## config.mk

```make
export PLATFORM = sky130hd
export DESIGN_NAME = flag_unit
export DESIGN_NICKNAME = d
export VERILOG_FILES = /design/src/rtl/flag_unit.sv
export SDC_FILE = /design/constraint.sdc
export NUM_CORES = 1
export LEC_CHECK = 0
export CAP_MARGIN = 15
export CORE_MARGIN = 2
export CORE_UTILIZATION = 40
export DETAILED_ROUTE_END_ITERATION = 16
export PLACE_DENSITY = 0.63
export SYNTH_ARGS = -nofsm -noshare
export SYNTH_HDL_FRONTEND = slang
export SYNTH_SLANG_ARGS = --single-unit
```

## constraint.sdc

```tcl
create_clock -name clk -period 7.1 [get_ports clk]
set_clock_uncertainty 0.15 [all_clocks]
set_input_delay 1.42 -clock clk [delete_from_list [all_inputs] [get_ports clk]]
set_output_delay 1.42 -clock clk [all_outputs]
set_load 0.02 [all_outputs]
```

## src/rtl/flag_unit.sv

```systemverilog
// Architectural flags register with forwarded branch-condition evaluation
// over a valid/ready handshake, plus a small LIFO flag stack for save/restore.
module flag_unit #(
  parameter int unsigned STACK_DEPTH = 4
) (
  input  logic       clk,
  input  logic       rst,
  input  logic       flag_we,
  input  logic       zero_in,
  input  logic       carry_in,
  input  logic       overflow_in,
  input  logic       sign_in,
  input  logic       cond_valid,
  output logic       cond_ready,
  input  logic [3:0] cond_code,
  output logic       br_valid,
  input  logic       br_ready,
  output logic       br_taken,
  input  logic       push,
  input  logic       pop,
  output logic       stack_full,
  output logic       stack_empty,
  output logic       stack_err,
  output logic [3:0] flags_out
);

  localparam int unsigned FLAG_W = 4;
  localparam int unsigned CNT_W  = $clog2(STACK_DEPTH + 1);
  localparam int unsigned IDX_W  = (STACK_DEPTH > 1) ? $clog2(STACK_DEPTH) : 1;

  logic [FLAG_W-1:0] flags_q, flags_d;
  logic [FLAG_W-1:0] stack_q [STACK_DEPTH];
  logic [CNT_W-1:0]  cnt_q, cnt_d;
  logic              err_q, err_d;
  logic              br_valid_q, br_valid_d;
  logic              br_taken_q, br_taken_d;

  logic              full_c, empty_c;
  logic              push_ok_c, pop_ok_c, err_set_c;
  logic              accept_c, eval_c;
  logic [IDX_W-1:0]  top_idx_c, wr_idx_c;
  logic              z_c, c_c, v_c, s_c;

  assign full_c    = (cnt_q == CNT_W'(STACK_DEPTH));
  assign empty_c   = (cnt_q == '0);
  assign top_idx_c = IDX_W'(cnt_q - CNT_W'(1));
  assign wr_idx_c  = IDX_W'(cnt_q);
  assign accept_c  = cond_valid & cond_ready;

  // Stack legality, next-flags selection and forwarded condition evaluation
  always_comb begin
    push_ok_c  = 1'b0;
    pop_ok_c   = 1'b0;
    err_set_c  = 1'b0;
    flags_d    = flags_q;
    cnt_d      = cnt_q;
    err_d      = err_q;
    eval_c     = 1'b0;
    br_valid_d = br_valid_q;
    br_taken_d = br_taken_q;

    if (push && pop) begin
      err_set_c = 1'b1;
    end else if (push) begin
      push_ok_c = ~full_c;
      err_set_c = full_c;
    end else if (pop) begin
      pop_ok_c  = ~empty_c;
      err_set_c = empty_c;
    end

    if (pop_ok_c) begin
      flags_d = stack_q[top_idx_c];
    end else if (flag_we) begin
      flags_d = {sign_in, overflow_in, carry_in, zero_in};
    end

    if (push_ok_c) begin
      cnt_d = cnt_q + CNT_W'(1);
    end else if (pop_ok_c) begin
      cnt_d = cnt_q - CNT_W'(1);
    end

    err_d = err_q | err_set_c;

    z_c = flags_d[0];
    c_c = flags_d[1];
    v_c = flags_d[2];
    s_c = flags_d[3];

    case (cond_code)
      4'h0:    eval_c = z_c;
      4'h1:    eval_c = ~z_c;
      4'h2:    eval_c = c_c;
      4'h3:    eval_c = ~c_c;
      4'h4:    eval_c = s_c;
      4'h5:    eval_c = ~s_c;
      4'h6:    eval_c = v_c;
      4'h7:    eval_c = ~v_c;
      4'h8:    eval_c = ~c_c & ~z_c;
      4'h9:    eval_c = c_c | z_c;
      4'hA:    eval_c = (s_c == v_c);
      4'hB:    eval_c = (s_c != v_c);
      4'hC:    eval_c = ~z_c & (s_c == v_c);
      4'hD:    eval_c = z_c | (s_c != v_c);
      4'hE:    eval_c = 1'b1;
      default: eval_c = 1'b0;
    endcase

    if (accept_c) begin
      br_valid_d = 1'b1;
      br_taken_d = eval_c;
    end else if (br_ready) begin
      br_valid_d = 1'b0;
    end
  end

  always_ff @(posedge clk) begin
    if (rst) begin
      flags_q    <= '0;
      cnt_q      <= '0;
      err_q      <= 1'b0;
      br_valid_q <= 1'b0;
      br_taken_q <= 1'b0;
    end else begin
      flags_q    <= flags_d;
      cnt_q      <= cnt_d;
      err_q      <= err_d;
      br_valid_q <= br_valid_d;
      br_taken_q <= br_taken_d;
    end
  end

  // Stack contents need no reset; the count alone defines validity
  always_ff @(posedge clk) begin
    if (!rst && push_ok_c) begin
      stack_q[wr_idx_c] <= flags_d;
    end
  end

  assign cond_ready  = ~br_valid_q | br_ready;
  assign br_valid    = br_valid_q;
  assign br_taken    = br_taken_q;
  assign stack_full  = full_c;
  assign stack_empty = empty_c;
  assign stack_err   = err_q;
  assign flags_out   = flags_q;

endmodule

```

# Word level (Yosys, flattened, before mapping)
# Memory sizes are Yosys's and may differ from the RTL's.
# Index checks and enable logic that the tools add are counted.
[word_totals]
wordCells = 63
memories = 1
mem_bits_rw = 16
in_bits = 15
out_inout_bits = 10
regBits = 10
[mem_list]
columns = ["name", "depth", "word_bits", "read_ports", "rd_ports_with_merged_regs", "wr", "line", "text"]
rows = [
  ["stack_q", 4, 4, 1, 0, 1, "32", "logic [FLAG_W-1:0] stack_q [STACK_DEPTH];"],
]
[op_classes]
reduce_logical = 7
bitwise = 14
n_mux = 17
n_addsub = 2
n_eq_ne = 17
[op_table]
columns = ["operator", "n"]
rows = [
  ["$eq 4x4->1 const B", 7],
  ["$eq 4x3->1 const B", 4],
  ["$pmux 1 s15", 1],
  ["$mux 1", 12],
  ["$eq 4x2->1 const B", 2],
  ["$mux 4", 2],
  ["$not 1->1", 7],
  ["$mux 3", 2],
  ["$eq 4x1->1 const B", 1],
  ["$logic_not 4->1", 1],
  ["$or 1x1->1", 4],
  ["$reduce_bool 2->1", 2],
  ["$add 3x1->3 const B", 1],
  ["$and 1x1->1", 3],
  ["$eq 3x3->1 const B", 1],
  ["$logic_not 3->1", 1],
  ["$sub 3x1->3 const B", 1],
  ["$logic_and 1x1->1", 2],
  ["$eq 1x1->1", 1],
  ["$logic_not 1->1", 1],
  ["$ne 1x1->1", 1],
]

# Logic depth before layout (Yosys ltp)
[logic_depth]
ltp_word = 9
depth_mapped = 10
mapped_depth_nobuf = 9

# Least setup slack after synthesis
# Ideal clock, no wire load.
[synth_timing]
kind = "input-to-output"
start = "input port br_ready"
end = "output port cond_ready"
cell_stages = 1
path_buffers = 0
path_slack_ns = 3.875
required_ns = 5.530
arrival_ns = 1.655
path_cell_list = "nand2b_1"
[synth_between]
elab_chain_len = 1
[synth_lines]
columns = ["item", "line", "text"]
rows = [
  ["start, declared", "17", "input logic br_ready,"],
  ["$or 1x1->1", "141", "assign cond_ready = ~br_valid_q | br_ready;"],
  ["end, declared", "14", "output logic cond_ready,"],
]
# No other way between the ends.

# Worst setup path after layout
# Same ends and word-level chain as after synthesis.

==> qor.log <==
[detailed_routing] number of iterations in the first detailed-routing pass 4
[worst_setup_path] arrival time worst endpoint 2.62 ns
[run_status] status completed
[worst_setup_path] worst r2r path cells 8
[global_routing] global-route wire length before repair 6.05 mm
[finish] final layout net count 191
[finish] Antenna diodes 0
[placed_design] Placed Instances 214
[finish] fraction of final layout cells sized beyond drive strength 1 10.6%
[die] ports placed on the boundary 25
[placed_design] number of I/O port buffers 24
[worst_setup_path] reg2reg start cnt_q[0]
[worst_setup_path] largest fanout on the critical path 3
[yosys] proportion of synthesized flip-flops having asynchronous set or reset 0%
[die] die height 67.0 um
[timing] hold slack final 0.387 ns
[worst_setup_path] critical path's largest stage delay 0.62 ns
[die] Die Outline Area 4490 sq um
[timing] sum of negative setup slack 0 ns
[clocking] total of cells resized after clock tree synthesis 0
[timing] Final Hold Vio Count 0
[clocking] cts bufs inserted 3
[detailed_routing] number of vias per cell after detailed routing 5.72
[timing] number of pins exceeding their max-slew limit in the final report 0
[power_and_ir_drop] VDD IR max 0.000133 V
[worst_setup_path] cell type group with the largest total delay on the critical path buffers and inverters
[yosys] Syn Inst Count 151
[global_routing] number of global-route vias before repair 1226
[worst_setup_path] number of buffers and inverters on the critical path 2
[clocking] CTS tree done
[worst_setup_path] startpoint class of the critical path input port
[detailed_routing] Avg WL per Cell 17.1 um
[clocking] maximum buffer depth of the clock tree 2
[placed_design] total half-perimeter wirelength after legalization and detailed placement 2.83 mm
[yosys] portion of the post-synthesis area used by sequential elements 42.9%
[timing] final worst slack 2.91 ns
[detailed_routing] post-detailed-routing wire length 3.73 mm
[yosys] flip-flop and latch count after synthesis 26
[min_path] start point of the worst min-delay path cnt_q[1]
[power_and_ir_drop] reported leakage power 0.677 nW
[yosys] number of distinct standard cells referenced by the synthesized netlist 54
[timing] Setup Viol. Count Final 0
[global_routing] overflow left after global routing 0
[worst_setup_path] Worst setup startpoint br_ready
[worst_setup_path] element type at the critical path end primary output
[worst_setup_path] kind of critical path in2out
[detailed_routing] via count 1248
[timing] minimum clock period 4.19 ns
[timing] portion of the clock cycle consumed by the worst path in the final layout 59.0%
[finish] layout overhead on the synthesized area 19.9%
[timing] unrepaired setup endpoints after global routing false
[run] reported max-cap violation count 0
[min_path] instance count along the most critical hold path 2
[detailed_routing] number of routed nets with antenna violations 0
[yosys] number of warnings printed during yosys synthesis 0
[die] effective utilization at floorplan 42.4%
[detailed_routing] DRT iter0 DRCs 96
[clocking] number of buffers inserted for hold repair after clock tree synthesis 0
[placed_design] pre-CTS setup slack 2.91 ns
[clocking] H-tree levels 1
[finish] non-filler cells, final 218
[yosys] Mapped Nets 171
[yosys] synthesized cell area 1590 sq um
[placed_design] weighted congestion at the end of routability-driven global placement 0.943
[worst_setup_path] most used cell along the critical path sky130_fd_sc_hd__clkdlybuf4s50_1
[die] standard-cell rows 22
[worst_setup_path] worst-case register-to-register setup slack 3.85 ns
[clocking] clock tree sinks 26
[clocking] clock-pin slew reported for the worst setup and hold paths after clock tree synthesis 0.10 ns
[die] width of the die 67.0 um
[timing] Fmax achieved 0.239 GHz
[global_routing] Total GRT Usage 18.4%
[detailed_routing] number of DRC violations after detailed routing 0
[clocking] clock latency on the worst-skew pair 0.28 ns
[power_and_ir_drop] total power 0.000447 W
[worst_setup_path] cell breakdown of the critical path clkdlybuf4s50_1 > nand2b_1 > clkdlybuf4s50_1
[die] placeable core region 3740 sq um
[worst_setup_path] slowest library cell on the worst path sky130_fd_sc_hd__clkdlybuf4s50_1
[min_path] Hold Crit Class reg2reg
[yosys] most used flip-flop cell after synthesis sky130_fd_sc_hd__edfxtp_1
[power_and_ir_drop] Pwr Density 235 nW/um^2
[global_routing] largest net degree at the start of global routing 18
[min_path] terminating pin of the worst hold path cnt_q[1]
[clocking] number of buffers added for setup after CTS 0
[clocking] clock tree root buffer cell sky130_fd_sc_hd__clkbuf_8
[worst_setup_path] worst flop-to-flop path endpoint br_taken
[worst_setup_path] critical path data required time 5.53 ns
[timing] Slew Limit Headroom 62.2%
[timing] measured slew at the worst slew-check pin 0.565 ns
[global_routing] antenna violations before repair 0
[yosys] number of enable flip-flop cells after synthesis 16
[yosys] average cell area after synthesis 10.5 sq um
-- area by class of cell --
type	count	area (sq um)
fillers	356	1840
multi-input cells	110	827
flip-flops and latches	26	681
repair buffers	24	240
well taps	48	60.1
clock buffers	3	41.3
clock inverters	1	30.0
inverters	6	22.5
-- worst register-to-register path, stage by stage (launching register included) --
cell,delay [ns]
sky130_fd_sc_hd__dfxtp_1,0.64
sky130_fd_sc_hd__inv_1,0.22
sky130_fd_sc_hd__ha_1,0.62
sky130_fd_sc_hd__mux4_2,0.38
sky130_fd_sc_hd__and3_1,0.22
sky130_fd_sc_hd__or2_1,0.31
sky130_fd_sc_hd__o221a_2,0.30
sky130_fd_sc_hd__nor4_1,0.19
sky130_fd_sc_hd__a31oi_1,0.12
-- cells in the final DEF (no fill, tap or decap), types with 3 or more instances in the layout --
cell                              count
sky130_fd_sc_hd__a21oi_1              7
sky130_fd_sc_hd__a31oi_1              3
sky130_fd_sc_hd__and2_1               5
sky130_fd_sc_hd__clkbuf_8             3
sky130_fd_sc_hd__clkdlybuf4s50_1     24
sky130_fd_sc_hd__dfxtp_1             10
sky130_fd_sc_hd__edfxtp_1            16
sky130_fd_sc_hd__ha_1                 5
sky130_fd_sc_hd__inv_1                5
sky130_fd_sc_hd__mux2i_1              6
sky130_fd_sc_hd__mux4_2               3
sky130_fd_sc_hd__nand2_1             10
sky130_fd_sc_hd__nand3_1              6
sky130_fd_sc_hd__nor2_1              12
sky130_fd_sc_hd__nor2b_1              5
sky130_fd_sc_hd__o21ai_0              5
sky130_fd_sc_hd__or3_1                3
-- state kept, by name, summed over array words and instances (netlist names) --
signal,flops
br_taken,1
stack_q,16
flags_out,4
stack_err,1
br_valid,1
cnt_q,3
-- worst max path at each step --
stage | endpoint | cells after the start
finish | cond_ready | 3
detailed placement | cond_ready | 3
global placement | cond_ready | 3
floorplan | cond_ready | 1
CTS | cond_ready | 3
global route | cond_ready | 3
-- cell families after synthesis --
family	synth area share, %
AO/OA/AOI/OAI	14.7
multiplexers	11.1
AND/OR/NAND/NOR	20.7
XOR/XNOR	1.66
adder cells (fa/ha/maj)	3.94
buffers and inverters	4.97
flip-flops	42.9
-- power breakdown --
part / switching, W / internal (W)
clock network: 0.0000525 / 0.0000756
logic: 0.0000762 / 0.0000602
registers: 0.00000875 / 0.000174
-- cells in the mapped netlist (2+ instances only) --
cell,number,area [sq um]
sky130_fd_sc_hd__a21oi_1,7,35.0
sky130_fd_sc_hd__a31oi_1,3,18.8
sky130_fd_sc_hd__and2_1,5,31.3
sky130_fd_sc_hd__and3_1,2,12.5
sky130_fd_sc_hd__clkbuf_1,5,18.8
sky130_fd_sc_hd__dfxtp_1,10,200
sky130_fd_sc_hd__edfxtp_1,16,480
sky130_fd_sc_hd__ha_1,5,62.6
sky130_fd_sc_hd__inv_1,5,18.8
sky130_fd_sc_hd__mux2_2,2,22.5
sky130_fd_sc_hd__mux2i_1,6,60.1
sky130_fd_sc_hd__mux4_2,3,67.6
sky130_fd_sc_hd__nand2_1,10,37.5
sky130_fd_sc_hd__nand2b_1,2,12.5
sky130_fd_sc_hd__nand3_1,6,30.0
sky130_fd_sc_hd__nand3b_1,2,15.0
sky130_fd_sc_hd__nor2_1,12,45.0
sky130_fd_sc_hd__nor2b_1,5,31.3
sky130_fd_sc_hd__nor4_1,2,12.5
sky130_fd_sc_hd__o211ai_1,2,15.0
sky130_fd_sc_hd__o21ai_0,5,25.0
sky130_fd_sc_hd__or3_1,3,18.8
sky130_fd_sc_hd__xor2_1,2,17.5
-- through the flow --
stage                     area (sq um)  utilization [%]
after CTS                         1900             50.8
after detailed placement          1830             48.9
after global routing              1900             50.8
after global placement            1830             48.9
after floorplan                   1590                -
final                             1900             50.8
-- layer usage --
| metal | vias to the layer above | global-route usage [%] | wire [um] |
|---|---|---|---|
| met5 | - | 0 | 0 |
| met3 | 5 | 2.70 | 178 |
| met2 | 43 | 30.6 | 1830 |
| met4 | 0 | 6.12 | 50 |
| met1 | 601 | 24.4 | 1670 |
| li1 | 599 | - | - |
No activity file was read; power rests on OpenSTA's default activity.
